===== config.mk =====
export PLATFORM = sky130hd
export DESIGN_NAME = pc_fetch_ctrl
export DESIGN_NICKNAME = d
export VERILOG_FILES = /design/src/rtl/pc_fetch_ctrl_pkg.sv /design/src/rtl/pc_fetch_ctrl_reg.sv /design/src/rtl/pc_fetch_ctrl.sv
export SDC_FILE = /design/constraint.sdc
export NUM_CORES = 1
export LEC_CHECK = 0
export CAP_MARGIN = 20
export CORE_MARGIN = 5
export CORE_UTILIZATION = 45
export CTS_CLUSTER_DIAMETER = 80
export DETAILED_ROUTE_END_ITERATION = 12
export GPL_TIMING_DRIVEN = 0
export PLACE_DENSITY = 0.89
export SYNTH_ARGS = -nofsm -noshare
export SYNTH_HDL_FRONTEND = slang
export SYNTH_HIERARCHICAL = 1
export SYNTH_SLANG_ARGS = --single-unit

===== constraint.sdc =====
create_clock -name clk -period 2.5 [get_ports clk]
set_input_delay 0.5 -clock clk [delete_from_list [all_inputs] [get_ports clk]]
set_output_delay 0.5 -clock clk [all_outputs]
set_load 0.01 [all_outputs]

===== src/rtl/pc_fetch_ctrl_pkg.sv =====
// Shared types and default constants for the PC / instruction-fetch controller.
// Optional misaligned-redirect trap is enabled by the PC_MISALIGN_TRAP_EN macro.
package pc_fetch_ctrl_pkg;

  typedef enum logic [1:0] {
    BOOT = 2'd0,
    REQ  = 2'd1,
    HOLD = 2'd2
  } state_e;

  localparam int unsigned XLEN_DEF         = 32;
  localparam int unsigned ILEN_DEF         = 32;
  localparam int unsigned PC_INC_DEF       = 4;
  localparam logic [31:0] RESET_VECTOR_DEF = 32'h0000_0000;
  localparam logic [31:0] TRAP_VECTOR_DEF  = 32'h0000_0100;

endpackage


===== src/rtl/pc_fetch_ctrl_reg.sv =====
// N-bit register with load enable and asynchronous active-high reset to RST_VAL.
// Used for the PC and for the fetch skid buffer.
module pc_fetch_ctrl_reg #(
  parameter int unsigned  W       = 32,
  parameter logic [W-1:0] RST_VAL = '0
) (
  input  logic         clk,
  input  logic         rst,
  input  logic         en_i,
  input  logic [W-1:0] d_i,
  output logic [W-1:0] q_o
);

  always_ff @(posedge clk or posedge rst) begin
    if (rst) begin
      q_o <= RST_VAL;
    end else if (en_i) begin
      q_o <= d_i;
    end
  end

endmodule


===== src/rtl/pc_fetch_ctrl.sv =====
// PC generator and req/ack fetch controller with a one-entry skid buffer for IF/ID stalls.
// Optional macro PC_MISALIGN_TRAP_EN: misaligned redirects trap to TRAP_VECTOR and report the target.
module pc_fetch_ctrl
  import pc_fetch_ctrl_pkg::*;
#(
  parameter int unsigned     XLEN         = XLEN_DEF,
  parameter int unsigned     ILEN         = ILEN_DEF,
  parameter logic [XLEN-1:0] RESET_VECTOR = XLEN'(RESET_VECTOR_DEF),
  parameter int unsigned     PC_INC       = PC_INC_DEF
`ifdef PC_MISALIGN_TRAP_EN
  ,
  parameter logic [XLEN-1:0] TRAP_VECTOR  = XLEN'(TRAP_VECTOR_DEF)
`endif
) (
  input  logic            clk,
  input  logic            rst,
  input  logic            stall,
  input  logic            redirect_valid,
  input  logic [XLEN-1:0] redirect_target,
  output logic            imem_req,
  output logic [XLEN-1:0] imem_addr,
  input  logic            imem_ack,
  input  logic [ILEN-1:0] imem_rdata,
  output logic            if_valid,
  output logic [ILEN-1:0] if_instr,
  output logic [XLEN-1:0] if_pc,
  output logic [XLEN-1:0] pc_out
`ifdef PC_MISALIGN_TRAP_EN
  ,
  output logic            misalign_exc,
  output logic [XLEN-1:0] misalign_addr
`endif
);

  state_e state_q, state_d;
  logic kill_pend_q, kill_pend_d;
  logic [XLEN-1:0] pend_tgt_q, pend_tgt_d;
  logic [XLEN-1:0] pc_q, pc_d, load_src, load_pc;
  logic pc_en, seq_en, load_en, buf_en;
  logic [ILEN+XLEN-1:0] buf_q;

  pc_fetch_ctrl_reg #(.W(XLEN), .RST_VAL(RESET_VECTOR)) u_pc_reg (
    .clk(clk), .rst(rst), .en_i(pc_en), .d_i(pc_d), .q_o(pc_q)
  );

  pc_fetch_ctrl_reg #(.W(ILEN + XLEN), .RST_VAL('0)) u_skid_reg (
    .clk(clk), .rst(rst), .en_i(buf_en), .d_i({imem_rdata, pc_q}), .q_o(buf_q)
  );

  always_ff @(posedge clk or posedge rst) begin
    if (rst) begin
      state_q     <= BOOT;
      kill_pend_q <= 1'b0;
      pend_tgt_q  <= '0;
    end else begin
      state_q     <= state_d;
      kill_pend_q <= kill_pend_d;
      pend_tgt_q  <= pend_tgt_d;
    end
  end

  // A fresh redirect arriving with the ack wins over an older pending one.
  always_comb begin
    state_d     = state_q;
    kill_pend_d = kill_pend_q;
    pend_tgt_d  = pend_tgt_q;
    load_en     = 1'b0;
    load_src    = redirect_target;
    seq_en      = 1'b0;
    buf_en      = 1'b0;
    case (state_q)
      BOOT: begin
        state_d = REQ;
        load_en = redirect_valid;
      end
      REQ: begin
        if (imem_ack) begin
          kill_pend_d = 1'b0;
          if (redirect_valid) begin
            load_en = 1'b1;
          end else if (kill_pend_q) begin
            load_en  = 1'b1;
            load_src = pend_tgt_q;
          end else begin
            seq_en = 1'b1;
            if (stall) begin
              buf_en  = 1'b1;
              state_d = HOLD;
            end
          end
        end else if (redirect_valid) begin
          kill_pend_d = 1'b1;
          pend_tgt_d  = redirect_target;
        end
      end
      HOLD: begin
        if (redirect_valid) begin
          load_en = 1'b1;
          state_d = REQ;
        end else if (!stall) begin
          state_d = REQ;
        end
      end
      default: state_d = BOOT;
    endcase
  end

`ifdef PC_MISALIGN_TRAP_EN
  logic            misalign;
  logic [XLEN-1:0] misalign_addr_q;

  assign misalign      = load_en && (load_src[1:0] != 2'b00);
  assign load_pc       = misalign ? TRAP_VECTOR : load_src;
  assign misalign_exc  = misalign;
  assign misalign_addr = misalign ? load_src : misalign_addr_q;

  always_ff @(posedge clk or posedge rst) begin
    if (rst) begin
      misalign_addr_q <= '0;
    end else if (misalign) begin
      misalign_addr_q <= load_src;
    end
  end
`else
  assign load_pc = load_src & ~XLEN'(3);
`endif

  assign pc_en     = load_en | seq_en;
  assign pc_d      = load_en ? load_pc : pc_q + XLEN'(PC_INC);
  assign imem_addr = pc_q;
  assign pc_out    = pc_q;

  always_comb begin
    imem_req = 1'b0;
    if_valid = 1'b0;
    if_instr = '0;
    if_pc    = '0;
    case (state_q)
      REQ: begin
        imem_req = 1'b1;
        if (imem_ack && !redirect_valid && !kill_pend_q) begin
          if_valid = 1'b1;
          if_instr = imem_rdata;
          if_pc    = pc_q;
        end
      end
      HOLD: begin
        if_valid          = 1'b1;
        {if_instr, if_pc} = buf_q;
      end
      default: ;
    endcase
  end

endmodule


==> metrics.md, run 1 <==
| Metric | Value |
|---|---|
| Outcome | complete, but fails checks |
| Violated checks | negative setup slack |
| Largest net degree at the start of global routing | 38 |
| Max-slew violation count | 0 |
| Total grt overflow | 0 |
| Drt total wl | around 24000 um |
| Reg2reg path depth | 10 |
| Diodes inserted | 0 |
| Placement Cell Area | 0.01029 mm2 |
| CP required | about 2000 ps |
| Initial antenna violation count | 0 |
| Setup-failing EPs final | 15 |
| Final hold vios | 0 |
| Non-Filler Instances | 1182 |
| Layout cells sized above 1 | 0.4274 |
| TritonCTS Buffers | 17 |
| EDFF count, synth | 0 |
| Synth Flop Type | dfrtp_1 |
| Post-route DRC | 0 |
| Crit. Startpoint | state_q[1]$_DFFE_PP0P_ |
| CP endpoint | if_pc[5] |
| Vias post-DR | 6388 |
| Worst R2R End | u_pc_reg/q_o[31]$_DFFE_PP0P_ |
| IO buf count | 196 |
| Area grow syn2layout | 42.95% |
| Net count of the finished layout | between 1000 and 1500 |
| CP arrival | 2040 ps |
| Gr usage total | 0.2304 |
| Register area | between 0.003 and 0.004 mm2 |
| Synth warn | 6 |
| Vias in the first global route | 6401 |
| Fmax achieved | 394.0 MHz |
| CTS tree | done |
| Kind of critical path | flop to primary output |
| Setup WS pre-CTS | -1065 ps |
| Final worst hold slack | 333.8 ps |
| Register area share after synthesis | 0.4062 |
| Vias per std cell | 5.404 |
| Pint | 0.008794 W |
| Area of the multi-input gates | approximately 0.0044 mm2 |
| Switching portion of total power | 0.3577 |
| Placed cell count | 1127 |
| Global-route wire length before repair | between 30000 and 40000 um |
| Reg2Reg Setup Slack | -10 ps |
| CTS HTree Levels | 4 |
| Hold-fix buffers, CTS | 0 |
| Post-Syn Area | roughly 0.008 mm2 |
| FILL cells | roughly 1300 |
| Final period util | 1.015 |
| Crit path time final | 2538 ps |
| Async S/R FF share, synth | 1.000 |
| Wire per inst | slightly above 20 um |
| Pwr Density | 1205 mW/mm2 |
| Worst VDD drop | 711.2 uV |
| Worst Hold Class | primary input to async pin |
| Die Y | 142.9 um |
| Core area | 0.01730 mm2 |
| Cell row count | 48 |
| Hpwl dp | approximately 17000 um |
| Gp weighted congestion | 0.8512 |
| Final Skew | approximately 18 ps |
| Die area | 0.02042 mm2 |
| Register share of total power | 0.326 |
| Clock transition at path regs | about 60 ps |
| Die X | 142.9 um |
| Post-route setup slack | -38.19 ps |
| Finished layout cell area | 0.01136 mm2 |
| Root Buffer | clkbuf_16 |
| Worst Tran Pin Value | 704.1 ps |
| Clock Sinks | 129 |
| Post-synth net total | slightly below 800 |
| Max cap viols | 0 |
| IO Pins | 199 |
| First-pass DRT Iterations | 5 |
| Leak | 4.850 nW |
| Post-route ant nets | 0 |
| Avg Inst Size Synth | 11.32 um2 |
| Worst skew pair latency | 440 ps |
| Starting density of the core | 0.4594 |
| Synth Register Bits | between 100 and 150 |
| Cell count after synthesis | 702 |
| Sw power | between 0.004 and 0.005 W |
| CP Launch Type | flop |
| Max clock buf depth | 2 |
| Critical R2R Launch | state_q[1]$_DFFE_PP0P_ |
| DR iter-0 viols | 342 |
| CP Capture Type | primary output |
| RSZ-0062 raised after global routing | yes |
| Clock power frac | 0.178 |
| Netlist cell types | 41 |
| Crit Path Max Fanout | 7 |
| Logic pwr share | 0.496 |
| Slew HR | 0.5301 |
| Final Util | 0.6568 |
==> through the flow <==
step | power [W] | setup TNS [ps]
3_5_place_dp | 0.01066 | -122770
4_1_cts | 0.01350 | -2859
5_1_grt | 0.01437 | -4091
3_3_place_gp | 0.01042 | -172660
2_1_floorplan | 0.008192 | 0
6_report | 0.01369 | -257.4
==> logic make-up after synthesis <==
kind of cell             Yosys count  synth area share
XOR/XNOR                          26           0.02866
multiplexers                     130            0.2263
flip-flops                       129            0.4062
adder cells (fa/ha/maj)            5          0.007873
AND/OR/NAND/NOR                  215            0.1534
buffers and inverters             93           0.08266
AO/OA/AOI/OAI                    104           0.09495
==> synthesized netlist by cell type (all sizes together), types with 13 or more instances <==
master,count,area [um2]
nor2,14,52.55
xor2,19,166.4
nor2b,67,419.2
nand2,68,255.2
buf,54,510.5
mux2,127,1768
o21a,20,150.1
dfrtp,129,3228
nor3,13,95.09
a22oi,64,480.5
nand3,29,167.7
clkbuf,29,108.9
==> area by class of cell <==
class,instances,area share
multi-input combinational,480,0.3872
sequential,129,0.2844
timing repair buffer,225,0.1798
buffer,81,0.07016
clock buffer,22,0.04086
tap,225,0.02478
clock inverter,10,0.009583
inverter,10,0.003304
==> worst min path at each step <==
stage                                    endpoint  slack (ps)                  startpoint  cells past startpoint
finish              u_skid_reg/q_o[6]$_DFFE_PP0P_         330                         rst                      2
global route        u_skid_reg/q_o[5]$_DFFE_PP0P_         360                         rst                      2
CTS                 u_skid_reg/q_o[5]$_DFFE_PP0P_         330                         rst                      2
detailed placement      pend_tgt_q[4]$_DFFE_PP0P_         490   pend_tgt_q[4]$_DFFE_PP0P_                      1
global placement       pend_tgt_q[24]$_DFFE_PP0P_         480  pend_tgt_q[24]$_DFFE_PP0P_                      1
floorplan              pend_tgt_q[24]$_DFFE_PP0P_         470  pend_tgt_q[24]$_DFFE_PP0P_                      1
==> cells in the final DEF (no fill, tap or decap), drive strengths merged <==
cell           netlist  routed
mux2i                3       3
dlygate4sd2          0       2
nand4                4       4
nor2b               67      67
inv                 10      11
a31oi               11      11
nand3b               2       2
clkdlybuf4s50        0     129
bufinv               0       2
a22oi               64      64
nor3                13      13
and3                 3       3
ha                   5       5
a21oi                3       3
or2                  1       1
o21a                20      20
and4                 3       3
a211oi               1       1
clkinvlp             0       2
dfrtp              129     129
o21ai                4       4
buf                 54     150
o21bai               1       1
xor2                19      19
xnor2                7       7
nor4                 8       8
nor2                14      14
nand2               68      68
clkinv               0       5
and3b                1       1
mux2               127     127
clkbuf              29      47
nand3               29      29
or3                  2       2
==> metal layers <==
layer,GRT usage,vias up,part of all wire
met2,0.3971,221,0.51
met1,0.2837,3196,0.41
met3,0.06263,30,0.067
met5,0,-,0
li1,-,2941,-
met4,0.06703,0,0.015
==> critical path, stage by stage, from the launching register on <==
cell	delay, ps
dfrtp_1	390
buf_4	150
buf_4	130
ha_4	190
clkbuf_16	180
clkbuf_16	160
a22oi_2	170
nor2b_1	70
buf_2	150
==> flip-flops by register name, indices dropped and copies added (netlist names) <==
name	count
pend_tgt_q	30
kill_pend_q	1
u_pc_reg/q_o	32
u_skid_reg/q_o	64
state_q	2
==> timing repair <==
| item | in CTS | in global routing |
|---|---|---|
| cloned | 5 | 3 |
| gates resized for setup | 323 | 85 |
| pin swaps | 2 | 8 |
| setup endpoints to repair | 161 | 156 |
| buffers inserted | 14 | 5 |
==> power by group through the flow <==
| stage | Sequential [W] | Combinational [W] | Clock [W] |
|---|---|---|---|
| finish | 0.00446 | 0.00679 | 0.00244 |
| global route | 0.00460 | 0.00721 | 0.00257 |
| CTS | 0.00434 | 0.00669 | 0.00247 |
| detailed placement | 0.00431 | 0.00634 | 0 |
| global placement | 0.00424 | 0.00619 | 0 |
| floorplan | 0.00402 | 0.00417 | 0 |
No activity file was read; power rests on OpenSTA's default activity.
==> run 2, diff against run 1 <==
CORE_MARGIN = 1.5   (was 5)
==> metrics.md, run 2 (synthesis results as in run 1) <==
| Metric | Value |
|---|---|
| Outcome | complete, but fails checks |
| Violated checks | negative setup slack |
| Most frequent cells in the layout | clkdlybuf4s50_1 (129), dfrtp_1 (127), mux2_4 (90), buf_2 (73), nand2_1 (67) |
| Post-route setup slack | -54.47 ps (-16.28 ps) |
| Max clock buf depth | 2 (unchanged) |
| Worst Hold Class | flop to flop |
| Clock transition at path regs | 50 ps (about the same) |
| Total grt overflow | 0 (unchanged) |
| Final period util | 1.022 (+0.006512) |
| Commonest non-fill, non-tap cell in the layout | clkdlybuf4s50_1 |
| Crit path time final | 2554 ps (+16.28 ps) |
| Clock Sinks | 129 (unchanged) |
| CP Capture Type | primary output |
| Setup-failing EPs final | 13 (-2) |
| Post-route ant nets | 0 (unchanged) |
| Cell row count | 48 (unchanged) |
| Net count of the finished layout | 1013 (-0.49%) |
| Gp weighted congestion | 0.8645 (+1.6%) |
| Final Skew | 6.707 ps (-11.70 ps) |
| Fmax achieved | 391.5 MHz (-0.64%) |
| Pwr Density | 1228 mW/mm2 (+1.9%) |
| Area grow syn2layout | 41.16% |
| Largest net degree at the start of global routing | 40 (+5.3%) |
| Die Y | 135.9 um (-4.9%) |
| Post-route DRC | 0 (unchanged) |
| Max-slew violation count | 0 (unchanged) |
| First-pass DRT Iterations | 5 (unchanged) |
| Top Usage Layer GRT | met2 |
| Global-route wire length before repair | 36340 um (unchanged) |
| CP arrival | 2050 ps (about the same) |
| Core area | 0.01730 mm2 (unchanged) |
| Vias in the first global route | 6665 (+4.1%) |
| CP Launch Type | flop |
| Met3 Track Usage GR | 0.05630 (-0.006324) |
| Worst Tran Pin Value | 713.5 ps (+9.410 ps) |
| Drt total wl | 23720 um (-2.4%) |
| Vias post-DR | 6456 (+1.1%) |
| Layout cells sized above 1 | 0.4122 (-0.01518) |
| IO Pins | 199 (unchanged) |
| Crit Path Max Fanout | 8 (+1) |
| RSZ-0062 raised after global routing | yes |
| CTS HTree Levels | 4 (unchanged) |
| Most flops, register | u_skid_reg/q_o |
| Initial antenna violation count | 2 (+2) |
| TritonCTS Buffers | 17 (unchanged) |
| Leak | 4.809 nW (-0.83%) |
| Max cap viols | 0 (unchanged) |
| Kind of critical path | flop to primary output |
| Worst VDD drop | 703.9 uV (-1.0%) |
| Wire per inst | 20.15 um (-1.9%) |
| Max reg flops | 64 (unchanged) |
| Hpwl dp | 16300 um (-3.0%) |
| Top Registers | u_skid_reg/q_o x64, u_pc_reg/q_o x32, pend_tgt_q x30 |
| Root Buffer | clkbuf_16 |
| Vias per std cell | 5.485 (+1.5%) |
| Die X | 135.9 um (-4.9%) |
| CP required | 2000 ps (about the same) |
| Worst skew pair latency | 420 ps (-20 ps) |
| FILL cells | 1337 (+2.7%) |
| Setup_tns | -291.1 ps (-33.65 ps) |
| Slew HR | 0.5238 (-0.006280) |
| Starting density of the core | 0.4594 (unchanged) |
| IO buf count | 196 (unchanged) |
| Final hold vios | 0 (unchanged) |
| Hold path depth | 1 |
| CTS tree | done |
| M2 GR Usage | 0.4363 (+0.03913) |
| Die area | 0.01846 mm2 (-9.6%) |
| Met1 usage | 0.3234 (+0.03968) |
| Gr usage total | 0.2585 (+0.02807) |
| Reg2reg path depth | 11 (+1) |
| Setup WS pre-CTS | -1062 ps (+2.970 ps) |
| DR iter-0 viols | 389 (+14%) |
-- run 2: cell count changes in the layout (fill, tap and decap cells not counted), sizes merged --
cell	delta
buf	+3
clkinv	-3
diode	+1
inv	-1
clkinvlp	-2
clkbuf	-4
bufinv	+1
-- run 2: stage by stage --
stage                     utilization  cells  power [W]  cell area [um2]  hold slack (ps)
after CTS                      0.6408   1172    0.01359            11080            507.6
after floorplan                     -    702   0.008192             7946            473.7
after global routing           0.6485   1177    0.01445            11220            516.2
after detailed placement       0.5935   1126    0.01065            10260            493.0
final                          0.6485   1177    0.01377            11220            506.0
after global placement         0.5891   1123    0.01038            10190            481.0
-- run 2: critical path, stage by stage (launching register included) --
cell and delay (ps):
dfrtp_1 390, inv_2 90, ha_4 150, nand2_4 60, nor3_4 230, buf_12 200
buf_8 130, a22oi_1 70, nor2b_1 160, buf_2 160
-- run 2: layout make-up --
| type | instances | area [um2] | share of cell area |
|---|---|---|---|
| clock inverters | 5 | 100.1 | 0.008924 |
| diodes | 1 | 2.502 | 0.0002231 |
| repair buffers | 221 | 1977 | 0.1762 |
| multi-input cells | 480 | 4352 | 0.3880 |
| plain buffers | 80 | 737.0 | 0.06570 |
| flip-flops and latches | 129 | 3231 | 0.2880 |
| clock buffers | 26 | 499.2 | 0.04451 |
| well taps | 225 | 281.5 | 0.02510 |
| inverters | 10 | 37.54 | 0.003346 |
-- run 2: what timing repair did --
action	CTS	global route
resized for setup	339	65
hold buffers	0	0
pin swaps	2	2
setup buffers	13	3
setup endpoints to repair	161	126
gates cloned	3	3
-- run 2: power breakdown --
group / internal (W) / switching, W / total [W]
Combinational: 0.00413 / 0.00264 / 0.00677
Clock: 0.00167 / 0.000895 / 0.00256
Sequential: 0.00312 / 0.00132 / 0.00444
-- run 2: final timing paths --
check,slack (ps),endpoint,startpoint
worst max-delay path,-50,if_pc[9],state_q[1]$_DFFE_PP0P_
worst min-delay path,510,pend_tgt_q[27]$_DFFE_PP0P_,pend_tgt_q[27]$_DFFE_PP0P_
worst max register to register,70,u_pc_reg/q_o[30]$_DFFE_PP0P_,state_q[1]$_DFFE_PP0P_
worst min register to register,510,pend_tgt_q[27]$_DFFE_PP0P_,pend_tgt_q[27]$_DFFE_PP0P_
max in group asynchronous,1290,u_skid_reg/q_o[23]$_DFFE_PP0P_,rst
min in group asynchronous,540,state_q[1]$_DFFE_PP0P_,rst
-- run 2: metal layers --
metal | routed length (um) | share of wire
met5 | 13 | 0.00055
met4 | 649 | 0.027
met3 | 1253 | 0.053
met2 | 11900 | 0.50
met1 | 9902 | 0.42
==> run 3, diff against run 2 <==
CTS_CLUSTER_DIAMETER = default   (was 80)
PLACE_DENSITY = default   (was 0.89)
PLACE_DENSITY_LB_ADDON = 0.15   (was default)
==> metrics.md, run 3 (synthesis results as in run 1) <==
| Metric | Value |
|---|---|
| Outcome | complete, but fails checks |
| Violated checks | negative setup slack |
| Max reg flops | 64 (unchanged) |
| Max-slew violation count | 0 (unchanged) |
| Clock power frac | 0.171 (-0.015) |
| Critical-path cell list | inv_2 -> ha_4 -> nand2_4 -> nor3_4 -> buf_6 -> buf_12 -> buf_8 -> a22oi_2 -> nor2b_1 -> buf_2 |
| Worst skew pair latency | 420 ps (about the same) |
| Final worst hold slack | 504.5 ps (-1.491 ps) |
| Final period util | 1.017 (-0.005063) |
| Hold-fix buffers, CTS | 0 (unchanged) |
| Placement Cell Area | 0.01026 mm2 (unchanged) |
| Post-route DRC | 0 (unchanged) |
| Met3 Track Usage GR | 0.04362 (-0.01268) |
| CTS HTree Levels | 4 (unchanged) |
| Most frequent cells in the layout | clkdlybuf4s50_1 (129), dfrtp_1 (127), mux2_4 (90), buf_2 (71), nand2_1 (67) |
| Switching portion of total power | 0.3570 (+0.004191) |
| Setup-failing EPs final | 14 (+1) |
| Vias in the first global route | 6560 (-1.6%) |
| Worst path bufs/invs | 5 (+1) |
| Fmax achieved | 393.4 MHz (+0.50%) |
| Pint | 0.008578 W (-3.8%) |
| Kind of critical path | flop to primary output |
| Final Skew | 5.664 ps (-1.043 ps) |
| Die area | 0.01846 mm2 (unchanged) |
| Crit path largest cell delay | 390 ps (about the same) |
| Logic pwr share | 0.496 (+0.004) |
| CP arrival | 2040 ps (about the same) |
| DR iter-0 viols | 422 (+8.5%) |
| Slew HR | 0.5036 (-0.02017) |
| Pwr Density | 1206 mW/mm2 (-1.7%) |
| Post-route setup slack | -41.81 ps (+12.66 ps) |
| Cell row count | 48 (unchanged) |
| Max cap viols | 0 (unchanged) |
| Top Usage Layer GRT | met2 |
| Worst path slowest cell | dfrtp_1 |
| TritonCTS Buffers | 17 (unchanged) |
| Max clock buf depth | 2 (unchanged) |
| Crit path time final | 2542 ps (-12.66 ps) |
| CP required | 2000 ps (about the same) |
| Top Registers | u_skid_reg/q_o x64, u_pc_reg/q_o x32, pend_tgt_q x30 |
| Reg2Reg Setup Slack | 90 ps (+20 ps) |
| M2 GR Usage | 0.4385 (+0.002256) |
| Finished layout cell area | 0.01106 mm2 (-1.4%) |
| CP Launch Type | flop |
| Post-route ant nets | 0 (unchanged) |
| CP Capture Type | primary output |
| Largest net degree at the start of global routing | 40 (unchanged) |
| Final hold vios | 0 (unchanged) |
| Placed cell count | 1126 (unchanged) |
| Gp weighted congestion | 0.8267 (-4.4%) |
| Area grow syn2layout | 39.16% |
| Initial antenna violation count | 1 (-1) |
| Starting density of the core | 0.4594 (unchanged) |
| Layout cells sized above 1 | 0.3951 (-0.01707) |
| Most flops, register | u_skid_reg/q_o |
| Non-Filler Instances | 1170 (-0.59%) |
| Sw power | 0.004762 W (-2.0%) |
| Root Buffer | clkbuf_16 |
| CTS tree | done |
| Worst path top cell family by delay | buffers and inverters |
| IO buf count | 196 (unchanged) |
| Commonest non-fill, non-tap cell in the layout | clkdlybuf4s50_1 |
| Net count of the finished layout | 1008 (-0.49%) |
| FILL cells | 1375 (+2.8%) |
| Met1 usage | 0.3291 (+0.005735) |
| Core area | 0.01730 mm2 (unchanged) |
| First-pass DRT Iterations | 4 (-1) |
| Wire per inst | 19.69 um (-2.3%) |
| Global-route wire length before repair | 36170 um (-0.48%) |
| Clock transition at path regs | 60 ps (about the same) |
| Total grt overflow | 0 (unchanged) |
| Gr usage total | 0.2572 (-0.001345) |
| Leak | 4.743 nW (-1.4%) |
| Drt total wl | 23030 um (-2.9%) |
| Worst Tran Pin Value | 743.8 ps (+30.23 ps) |
| Vias per std cell | 5.320 (-3.0%) |
| RSZ-0062 raised after global routing | yes |
| Area of the multi-input gates | 0.004290 mm2 (-1.4%) |
| Worst Hold Class | primary input to flop |
| Hpwl dp | 16180 um (-0.73%) |
| Die X | 135.9 um (unchanged) |
| Die Y | 135.9 um (unchanged) |
| Clock Sinks | 129 (unchanged) |
| Register area | 0.003231 mm2 (unchanged) |
| Vias post-DR | 6224 (-3.6%) |
| Register share of total power | 0.333 (+0.011) |
| IO Pins | 199 (unchanged) |
| Crit Path Max Fanout | 7 (-1) |
| Worst VDD drop | 642.4 uV (-8.7%) |
[run 3: power by group through the flow]
stage,clock network [W],logic (W),registers [W]
after floorplan,0,0.00417,0.00402
final,0.00228,0.00662,0.00444
after detailed placement,0,0.00630,0.00435
after global placement,0,0.00615,0.00426
after CTS,0.00231,0.00660,0.00438
after global routing,0.00241,0.00705,0.00460
[run 3: worst paths after layout]
check | startpoint | to | depth (start not counted)
max in group asynchronous | rst | u_skid_reg/q_o[16]$_DFFE_PP0P_ | 3
min in group asynchronous | rst | kill_pend_q$_DFFE_PP0P_ | 2
max reg2reg | state_q[0]$_DFFE_PP0P_ | u_pc_reg/q_o[28]$_DFFE_PP0P_ | 9
min | imem_ack | kill_pend_q$_DFFE_PP0P_ | 2
max | state_q[1]$_DFFE_PP0P_ | if_pc[31] | 10
min reg2reg | pend_tgt_q[31]$_DFFE_PP0P_ | pend_tgt_q[31]$_DFFE_PP0P_ | 1
[run 3: cell type report]
cell class | count | share of cell area
Timing Repair Buffer | 214 | 0.1722
Antenna cell | 1 | 0.0002263
Sequential cell | 129 | 0.2921
Clock buffer | 24 | 0.04537
Clock inverter | 5 | 0.002716
Tap cell | 225 | 0.02546
Inverter | 10 | 0.003394
Multi-Input combinational cell | 480 | 0.3880
Buffer | 82 | 0.07049
[run 3: timing repair]
action | CTS | global route
endpoints found under the setup margin | 161 | 69
setup buffers | 10 | 0
pin swaps | 3 | 3
resized for setup | 356 | 16
gates cloned | 4 | 1
[run 3: per-layer routing]
metal | vias up | part of all wire | routed length, um
li1 | 2908 | - | -
met3 | 25 | 0.053 | 1221
met2 | 203 | 0.50 | 11510
met1 | 3088 | 0.43 | 9930
met4 | 0 | 0.016 | 374
met5 | - | 0 | 0
[run 3: stage by stage]
step	power [W]	util	setup slack, ps	setup TNS (ps)
floorplan	0.008192	-	56.92	0
global placement	0.01042	0.5891	-912.2	-160390
detailed placement	0.01065	0.5935	-924.2	-109460
CTS	0.01329	0.6352	-64.40	-824.8
global route	0.01406	0.6393	-165.4	-5599
finish	0.01334	0.6393	-41.81	-255.5
[run 3: worst register-to-register path, stage by stage (launching register included)]
cell and delay, ps:
dfrtp_1 420, inv_1 130, ha_1 240, o21ai_1 240, a211oi_4 110, clkbuf_2 230, or2_2 330, buf_6 150
buf_12 150, mux2_4 310
